[src/rtl/fifo_wr_arb_if.sv]
`default_nettype none
// ============================================================================
// Module   : fifo_wr_arb_if
// Purpose  : Bundles the producer request bus, the FIFO write port, the FIFO
//            status flags and the arbiter observability outputs of
//            fifo_wr_arb into one interface.
// Ports    : req_valid/req_data      producers -> arbiter
//            req_ready               arbiter -> producers (one-hot grant)
//            data_in/wr_en           arbiter -> FIFO write port
//            full/almostfull/wr_ack/overflow   FIFO -> arbiter status
//            grant_id/wr_cnt/ovf_cnt/state     arbiter status outputs
// Modports : master - environment side (producers + FIFO model)
//            slave  - arbiter side
// Revision : 1.0  initial release
// ============================================================================
interface fifo_wr_arb_if #(
  parameter int FIFO_WIDTH = 16,
  parameter int NUM_REQ    = 4
);
  logic [NUM_REQ-1:0]            req_valid;
  logic [NUM_REQ*FIFO_WIDTH-1:0] req_data;
  logic [NUM_REQ-1:0]            req_ready;
  logic [FIFO_WIDTH-1:0]         data_in;
  logic                          wr_en;
  logic                          full;
  logic                          almostfull;
  logic                          wr_ack;
  logic                          overflow;
  logic [$clog2(NUM_REQ)-1:0]    grant_id;
  logic [15:0]                   wr_cnt;
  logic [7:0]                    ovf_cnt;
  logic [1:0]                    state;

  modport master (
    output req_valid, req_data, full, almostfull, wr_ack, overflow,
    input  req_ready, data_in, wr_en, grant_id, wr_cnt, ovf_cnt, state
  );

  modport slave (
    input  req_valid, req_data, full, almostfull, wr_ack, overflow,
    output req_ready, data_in, wr_en, grant_id, wr_cnt, ovf_cnt, state
  );
endinterface
`default_nettype wire

[src/rtl/fifo_wr_arb.sv]
`default_nettype none
// ============================================================================
// Module   : fifo_wr_arb
// Purpose  : Round-robin write arbiter placing NUM_REQ producers onto a single
//            FIFO write port, one transfer per cycle. Tracks accepted writes
//            (wr_ack) and FIFO overflow events.
// Ports    : clk    - single clock, all state on the rising edge
//            rst_n  - asynchronous active-low reset
//            bus    - fifo_wr_arb_if.slave:
//                       req_valid/req_data in, req_ready out (combinational),
//                       data_in/wr_en out (registered),
//                       full/almostfull/wr_ack/overflow in,
//                       grant_id/wr_cnt/ovf_cnt/state out (registered)
// Revision : 1.0  initial release
// ============================================================================
module fifo_wr_arb #(
  parameter int FIFO_WIDTH = 16,
  parameter int NUM_REQ    = 4
) (
  input  wire logic     clk,
  input  wire logic     rst_n,
  fifo_wr_arb_if.slave  bus
);

  localparam int c_ID_W  = $clog2(NUM_REQ);
  // One extra bit so grant_id + offset (at most 2*NUM_REQ-1) never wraps.
  localparam int c_SUM_W = c_ID_W + 1;
  localparam logic [c_ID_W-1:0] c_LAST_ID = c_ID_W'(NUM_REQ - 1);

  typedef enum logic [1:0] {
    ST_IDLE  = 2'd0,
    ST_ISSUE = 2'd1,
    ST_STALL = 2'd2
  } state_t;

  state_t                r_state;
  logic                  r_wr_en;
  logic [FIFO_WIDTH-1:0] r_data_in;
  logic [c_ID_W-1:0]     r_grant_id;
  logic [15:0]           r_wr_cnt;
  logic [7:0]            r_ovf_cnt;

  logic                  w_can_issue;
  logic                  w_any_valid;
  logic                  w_sel_found;
  logic [c_ID_W-1:0]     w_sel_id;
  logic [c_SUM_W-1:0]    w_cand;
  logic [NUM_REQ-1:0]    w_ready;
  logic                  w_xfer;
  logic [FIFO_WIDTH-1:0] w_sel_data;

  // The FIFO flags lag our own write by one cycle: when almostfull is seen
  // while a write is already landing, that write may be the one that fills
  // the FIFO, so hold off this cycle.
  assign w_can_issue = !bus.full && !(bus.almostfull && r_wr_en);
  assign w_any_valid = |bus.req_valid;

  // Round-robin search: scan offsets 1..NUM_REQ from the last grant, so the
  // last winner is checked last and a persistent requester cannot starve
  // the others.
  always_comb begin
    w_sel_found = 1'b0;
    w_sel_id    = r_grant_id;
    w_cand      = '0;
    for (int k = 1; k <= NUM_REQ; k++) begin
      w_cand = {1'b0, r_grant_id} + c_SUM_W'(k);
      if (w_cand >= c_SUM_W'(NUM_REQ)) begin
        w_cand = w_cand - c_SUM_W'(NUM_REQ);
      end
      if (!w_sel_found && bus.req_valid[w_cand[c_ID_W-1:0]]) begin
        w_sel_found = 1'b1;
        w_sel_id    = w_cand[c_ID_W-1:0];
      end
    end
  end

  // Grant is gated by rst_n so no producer sees a handshake while reset is
  // held, independent of the register state.
  always_comb begin
    w_ready = '0;
    if (rst_n && w_can_issue && w_sel_found) begin
      w_ready[w_sel_id] = 1'b1;
    end
  end

  assign w_xfer     = |(bus.req_valid & w_ready);
  assign w_sel_data = bus.req_data[w_sel_id*FIFO_WIDTH +: FIFO_WIDTH];

  always_ff @(posedge clk or negedge rst_n) begin
    if (!rst_n) begin
      r_state    <= ST_IDLE;
      r_wr_en    <= 1'b0;
      r_data_in  <= '0;
      r_grant_id <= c_LAST_ID;
      r_wr_cnt   <= 16'd0;
      r_ovf_cnt  <= 8'd0;
    end else begin
      // Write port: one registered write per accepted handshake; data_in
      // keeps its last value on idle cycles.
      r_wr_en <= w_xfer;
      if (w_xfer) begin
        r_data_in  <= w_sel_data;
        r_grant_id <= w_sel_id;
      end

      if (bus.wr_ack) begin
        r_wr_cnt <= r_wr_cnt + 16'd1;
      end
      if (bus.overflow && (r_ovf_cnt != 8'hFF)) begin
        r_ovf_cnt <= r_ovf_cnt + 8'd1;
      end

      case (r_state)
        ST_IDLE: begin
          if (w_xfer) begin
            r_state <= ST_ISSUE;
          end else if (w_any_valid && !w_can_issue) begin
            r_state <= ST_STALL;
          end
        end
        ST_ISSUE: begin
          if (!w_any_valid) begin
            r_state <= ST_IDLE;
          end else if (!w_can_issue) begin
            r_state <= ST_STALL;
          end
        end
        ST_STALL: begin
          if (w_xfer) begin
            r_state <= ST_ISSUE;
          end else if (!w_any_valid) begin
            r_state <= ST_IDLE;
          end
        end
        default: begin
          r_state <= ST_IDLE;
        end
      endcase
    end
  end

  assign bus.req_ready = w_ready;
  assign bus.data_in   = r_data_in;
  assign bus.wr_en     = r_wr_en;
  assign bus.grant_id  = r_grant_id;
  assign bus.wr_cnt    = r_wr_cnt;
  assign bus.ovf_cnt   = r_ovf_cnt;
  assign bus.state     = r_state;

endmodule
`default_nettype wire

[src/flat_wrapper.sv]
// flat-port wrapper written by rule: the top's interface ports become plain ports
module fifo_wr_arb_flat 
#(
  parameter int FIFO_WIDTH = 16,
  parameter int NUM_REQ    = 4
)
  (clk, rst_n, bus_req_valid, bus_req_data, bus_full, bus_almostfull, bus_wr_ack, bus_overflow, bus_req_ready, bus_data_in, bus_wr_en, bus_grant_id, bus_wr_cnt, bus_ovf_cnt, bus_state);
  fifo_wr_arb_if #(.FIFO_WIDTH(FIFO_WIDTH), .NUM_REQ(NUM_REQ)) bus_i ();
  input  wire logic clk;
  input  wire logic rst_n;
  input wire logic [$bits(bus_i.req_valid)-1:0] bus_req_valid;
  input wire logic [$bits(bus_i.req_data)-1:0] bus_req_data;
  input wire logic [$bits(bus_i.full)-1:0] bus_full;
  input wire logic [$bits(bus_i.almostfull)-1:0] bus_almostfull;
  input wire logic [$bits(bus_i.wr_ack)-1:0] bus_wr_ack;
  input wire logic [$bits(bus_i.overflow)-1:0] bus_overflow;
  output wire logic [$bits(bus_i.req_ready)-1:0] bus_req_ready;
  output wire logic [$bits(bus_i.data_in)-1:0] bus_data_in;
  output wire logic [$bits(bus_i.wr_en)-1:0] bus_wr_en;
  output wire logic [$bits(bus_i.grant_id)-1:0] bus_grant_id;
  output wire logic [$bits(bus_i.wr_cnt)-1:0] bus_wr_cnt;
  output wire logic [$bits(bus_i.ovf_cnt)-1:0] bus_ovf_cnt;
  output wire logic [$bits(bus_i.state)-1:0] bus_state;
  assign bus_i.req_valid = bus_req_valid;
  assign bus_i.req_data = bus_req_data;
  assign bus_i.full = bus_full;
  assign bus_i.almostfull = bus_almostfull;
  assign bus_i.wr_ack = bus_wr_ack;
  assign bus_i.overflow = bus_overflow;
  assign bus_req_ready = bus_i.req_ready;
  assign bus_data_in = bus_i.data_in;
  assign bus_wr_en = bus_i.wr_en;
  assign bus_grant_id = bus_i.grant_id;
  assign bus_wr_cnt = bus_i.wr_cnt;
  assign bus_ovf_cnt = bus_i.ovf_cnt;
  assign bus_state = bus_i.state;
  fifo_wr_arb #(.FIFO_WIDTH(FIFO_WIDTH), .NUM_REQ(NUM_REQ)) u_core (.clk(clk), .rst_n(rst_n), .bus(bus_i));
endmodule
[config.mk]
export PLATFORM = sky130hd
export DESIGN_NAME = fifo_wr_arb_flat
export DESIGN_NICKNAME = d
export VERILOG_FILES = /design/src/rtl/fifo_wr_arb_if.sv /design/src/rtl/fifo_wr_arb.sv /design/src/flat_wrapper.sv
export SDC_FILE = /design/constraint.sdc
export NUM_CORES = 1
export LEC_CHECK = 0
export ABC_CLOCK_PERIOD_IN_PS = 5200
export CAP_MARGIN = 20
export CORE_ASPECT_RATIO = 1.1
export CORE_MARGIN = 4
export CORE_UTILIZATION = 43
export CTS_CLUSTER_DIAMETER = 60
export DETAILED_ROUTE_END_ITERATION = 10
export PLACE_DENSITY = 0.95
export SLEW_MARGIN = 30
export SYNTH_ARGS = -nofsm -noshare
export SYNTH_HDL_FRONTEND = slang
export SYNTH_SLANG_ARGS = --single-unit
[constraint.sdc]
create_clock -name clk -period 5.2 [get_ports clk]
set_input_delay 0.78 -clock clk [delete_from_list [all_inputs] [get_ports clk]]
set_output_delay 0.78 -clock clk [all_outputs]
set_load 0.02 [all_outputs]
After elaboration in Yosys (flattened, before gate mapping):

Index checks and enable logic that the tools add are counted.

* add/sub/neg operators: 10
* $lt $le $gt $ge: 10
* equal/unequal tests: 6
* shift-type cells: 1
* multiplexer cells: 30
* bitwise logic cells: 1
* reduce and logical (&&, ||, !) cells: 20

Operators with widths (count)
* $shiftx 64x7->16: 1
* $mux 2: 14
* $add 16x1->16 const B: 1
* $lt 2x3->1 const B: 5
* $ge 3x3->1 const B: 4
* $logic_and 1x1->1: 10
* $mux 1: 9
* $add 8x1->8 const B: 1
* $bmux 1 s2: 4
* $ne 8x8->1 const B: 1
* $reduce_or 4->1: 2
* $sub 2x1->2 const B: 4
* $add 2x2->3 const B: 2
* $logic_not 1->1: 6
* $ne 3x3->1 const B: 2
* $pmux 2 s3: 1
* $and 4x4->4: 1
* $mux 4: 1
* $add 2x1->3 const B: 1
* $add 2x3->3 const B: 1
* $ne 3x1->1 const B: 1
* $reduce_and 3->1: 1
* $demux 1 s2: 1
* $eq 2x1->1 const B: 1
* other kinds (3): 3

* flip-flop bits (word level): 45
* word-level logic and storage cells: 84

Depth between registers and ports, before layout:

* depth after elaboration: 24
* depth in mapped cells: 8
* gate-level depth less buffers: 6

Least setup slack after synthesis:

No wires, ideal clock.

* kind: input-to-output
* start: input port bus_almostfull
* end: output port bus_req_ready[0]
* data arrival time: 1.944 ns
* slack: 2.476 ns
* stages on the path: 7
* buffers on the path: 2
* cells stage by stage: a21oi_1 -> nand3_2 -> inv_1 -> nand2b_1 -> buf_6 -> buf_6 -> nor2_1

* longest elaborated chain between the ends: 6

Ends and longest elaborated chain
* start, declared: RTL line flat_wrapper.sv:14 `input wire logic [$bits(bus_i.almostfull)-1:0] bus_almostfull;`
* $logic_and 1x1->1: RTL line fifo_wr_arb.sv:55 `assign w_can_issue = !bus.full && !(bus.almostfull && r_wr_en);`
* $logic_not 1->1: RTL line fifo_wr_arb.sv:55
* $logic_and 1x1->1: RTL line fifo_wr_arb.sv:55
* $logic_and 1x1->1 (2 in series): RTL line fifo_wr_arb.sv:81 `if (rst_n && w_can_issue && w_sel_found) begin`
* $mux 4: RTL line fifo_wr_arb.sv:81
* end, declared: RTL line flat_wrapper.sv:17 `output wire logic [$bits(bus_i.req_ready)-1:0] bus_req_ready;`

Every way passes these cells.

Final worst setup path:

* start: input port bus_req_valid[0]
* end: output port bus_req_ready[2]

* longest elaborated chain between the ends: 17
* elaborated cells on any way between the ends: 29
* those cells by class: 2 x order compare; 19 x mux; 8 x reduce/logical

Ends and longest elaborated chain
* start, declared: RTL line flat_wrapper.sv:11 `input wire logic [$bits(bus_i.req_valid)-1:0] bus_req_valid;`
* $bmux 1 s2: RTL line fifo_wr_arb.sv:70 `if (!w_sel_found && bus.req_valid[w_cand[c_ID_W-1:0]]) begin`
* $mux 1 (not written as such): RTL line fifo_wr_arb.sv:70
* $mux 1: RTL line fifo_wr_arb.sv:70
* $logic_not 1->1: RTL line fifo_wr_arb.sv:70
* $logic_and 1x1->1: RTL line fifo_wr_arb.sv:70
* $mux 1: RTL line fifo_wr_arb.sv:70
* $logic_not 1->1: RTL line fifo_wr_arb.sv:70
* $logic_and 1x1->1: RTL line fifo_wr_arb.sv:70
* $mux 1: RTL line fifo_wr_arb.sv:70
* $logic_not 1->1: RTL line fifo_wr_arb.sv:70
* $logic_and 1x1->1: RTL line fifo_wr_arb.sv:70
* $mux 2: RTL line fifo_wr_arb.sv:70
* $lt 2x3->1 (not written as such) or $ge 2x1->1 (tied branches): RTL line fifo_wr_arb.sv:82 `w_ready[w_sel_id] = 1'b1;`
* $logic_and 1x1->1 (not written as such): RTL line fifo_wr_arb.sv:82
* $mux 1 (not written as such): RTL line fifo_wr_arb.sv:82
* $demux 1 s2
* $mux 4 *: RTL line fifo_wr_arb.sv:81

Every way passes the cells marked *; elsewhere a longest branch is shown, timed or not. The select of a mux whose other input is x is not followed.

==> results_dict.tcl <==
set metrics [dict create \
    clk_pin_slew_ps 80 \
    reg2reg_from "u_core.bus.grant_id[1]$_DFFE_PN1P_" \
    syn-num-nets 292 \
    worst_path_largest_cell_delay_ps 610 \
    whs_ps 472 \
    clock_path_buffers 2 \
    num_rows 27 \
    cts_resized 0 \
    max_cap_viol_count 0 \
    p_leak_nw 1.62 \
    clock_latency_ps 290 \
    cts_tree "yes" \
    syn_inst 216 \
    hold_start "u_core.bus.wr_cnt[15]$_DFFE_PN0P_" \
    root_buffer "clkbuf_8" \
    die_w_um 78.3 \
    gp_congestion 0.795 \
    io_pins 123 \
    fin_tns_setup_ps 0 \
    end_kind "output port" \
    p_per_area_mw_per_mm2 418 \
    synth.area.top_cells "dfrtp_1 (46%), mux2i_1 (14%), o221ai_1 (6.0%)" \
    crit_chain "clkdlybuf4s50_1, inv_1, nand4_1, nand3_2, inv_1, nand2_2, nor2_1, clkdlybuf4s50_1" \
    yosysMostFrequentCell "dfrtp_1" \
    hold_path_depth 1 \
    status "complete, no violations" \
    crit_type "input pin to output port" \
    cp.buffers_inverters 4 \
    slew_violations 0 \
    ys_ff_latch 45 \
    pre_cts_slack_ps 1220 \
    fmax_mhz 252 \
    reg2reg_slack_ps 2910 \
    dp_hpwl_um 5040 \
    drt_iter0_drc 126 \
    vias_per_cell 5.04 \
    coreArea_mm2 0.00513 \
    cts_num_sinks 45 \
    vias 2076 \
    grt_max_degree 48 \
    yosysTopAreaCell "dfrtp_1" \
    period_share_pct 76.4 \
    synthArstFlopShare_pct 100 \
    first_pass_iters 4 \
    ys_types 32 \
    rsz0062_at_grt "false" \
    portBuffers 122 \
    ys_warn_count 0 \
    drc_errors 0 \
    grt_pass1_vias 2213 \
    crit_slowest_cell "clkdlybuf4s50_1" \
    cts_buffers 5 \
    drive_gt1_share_pct 4.71 \
    post-route-min-period_ps 3970 \
    syn2layout_area_growth_pct 56.8 \
    hold_buffers 0 \
    setup_viol 0 \
    num_antenna_cells 0 \
    critPathTopFamily "buffers and inverters" \
    drt-total-wl_um 6390 \
    slew_headroom_pct 54.7 \
    die_area_mm2 0.00669 \
    syn_area_per_cell_um2 10.8 \
    finClkSkew_ps 2.93 \
    hold_viol 0 \
    r2r_end "u_core.bus.data_in[6]$_DFFE_PN0P_" \
    ff2ff_path_depth 5 \
    h-tree-depth 2 \
    nets 415 \
    min_path_type "flop to flop" \
    startpoint_type "input pin" \
    initial_utilization_pct 45.6 \
    synthTopCellsByCount "dfrtp_1 (43), mux2i_1 (33), nand2_1 (28)" \
    grt_pass1_wl_um 10400 \
    postRouteAntennaNets 0 \
    dpl_cell_area_mm2 0.00358 \
    crit_required_ps 4420 \
    ys_seq_area_share_pct 48.2 \
    yosysTopAreaCellShare_pct 46.0 \
    grt_use_total_pct 19.4 \
    wl_per_cell_um 15.5 \
    globalRouteOverflowTotal 0 \
    synth_edf_count 0 \
    postCtsSetupBuffers 0 \
    grt_antenna_before_repair 0 \
    design_area_mm2 0.00367 \
    ir_drop_mv 0.335 \
    die_y_um 85.4 \
    crit_arrival_ps 3190 \
    ys.flop_type "dfrtp_1" \
    path_max_fanout 18 \
    setup_ws_ps 1230 \
    netlist_area_mm2 0.00234 \
    min_to "u_core.bus.wr_cnt[15]$_DFFE_PN0P_" \
    tightest_slew_ps 676 \
]
[registers in the layout, indices dropped and copies added (netlist names)]
register / count
u_core.bus.data_in: 16
u_core.bus.wr_cnt: 16
u_core.bus.ovf_cnt: 8
u_core.bus.grant_id: 2
u_core.bus.state: 2
u_core.bus.wr_en: 1
[routing by layer]
layer	vias to the layer above	track usage (%)	wire length (um)
met5	-	0	0
met4	0	6.68	68
met3	8	5.63	496
met2	89	33.5	3230
met1	962	23.0	2590
li1	1017	-	-
[stage by stage]
step                utilization (%)  instances  power, mW
floorplan                         -        216      0.991
global placement               69.8        404       1.32
detailed placement             69.8        404       1.34
CTS                            71.4        412       1.55
global route                   71.4        412       1.63
finish                         71.4        412       1.53
[worst max-delay path by stage]
stage	from	endpoint	slack, ps	depth (start not counted)
floorplan	bus_almostfull	bus_req_ready[0]	2480	7
global placement	bus_req_valid[0]	bus_req_ready[2]	1310	8
detailed placement	bus_req_valid[0]	bus_req_ready[2]	1220	8
CTS	bus_req_valid[0]	bus_req_ready[2]	1220	8
global route	bus_req_valid[0]	bus_req_ready[2]	1050	8
finish	bus_req_valid[0]	bus_req_ready[2]	1230	8
[area by class of cell]
cell class | count | area [um^2]
Sequential cell | 45 | 1130
Clock buffer | 7 | 76.3
Fill cell | 411 | 1470
Tap cell | 72 | 90.1
Timing Repair Buffer | 125 | 1240
Clock inverter | 1 | 7.51
Inverter | 8 | 30.0
Multi-Input combinational cell | 154 | 1100
[where the power goes]
part	total, mW	internal [mW]	switching [mW]
registers	0.575	0.466	0.108
logic	0.751	0.387	0.364
clock network	0.206	0.0952	0.111
total	1.53	0.948	0.584
[layout by cell type, fill, tap and decap left out]
cell,synthesis,final
clkbuf_8,0,5
nor2b_1,1,1
nand3_2,1,1
and3_1,3,3
nand4_1,5,5
ha_1,2,2
xor2_1,8,8
mux2_2,1,1
dfstp_2,2,2
a22oi_1,1,1
o21a_1,1,1
nor3b_1,1,1
nand2b_1,2,2
a221oi_1,1,1
nand2_2,1,1
nand3_1,13,13
xnor2_1,14,14
inv_1,8,8
buf_4,0,3
mux2i_1,33,33
a21oi_1,3,3
clkbuf_1,1,2
nor3_1,1,1
o22ai_1,1,1
o21ai_1,4,3
or4_1,1,1
clkdlybuf4s50_1,0,121
nor2_1,11,11
nand2_1,28,28
dfrtp_1,43,43
o21ai_0,1,1
o221ai_1,16,16
buf_2,1,1
o21ai_4,0,1
clkinvlp_4,0,1
[cell families (layout without fill, tap and decap cells)]
kind of cell	Yosys count	count (layout)	share of synthesized area, %
AO/OA/AOI/OAI	28	28	8.98
multiplexers	34	34	14.6
buffers and inverters	17	141	5.35
AND/OR/NAND/NOR	68	68	13.5
flip-flops	45	45	48.2
XOR/XNOR	22	22	8.24
adder cells (fa/ha/maj)	2	2	1.07
(Power assumes the default switching activity.)
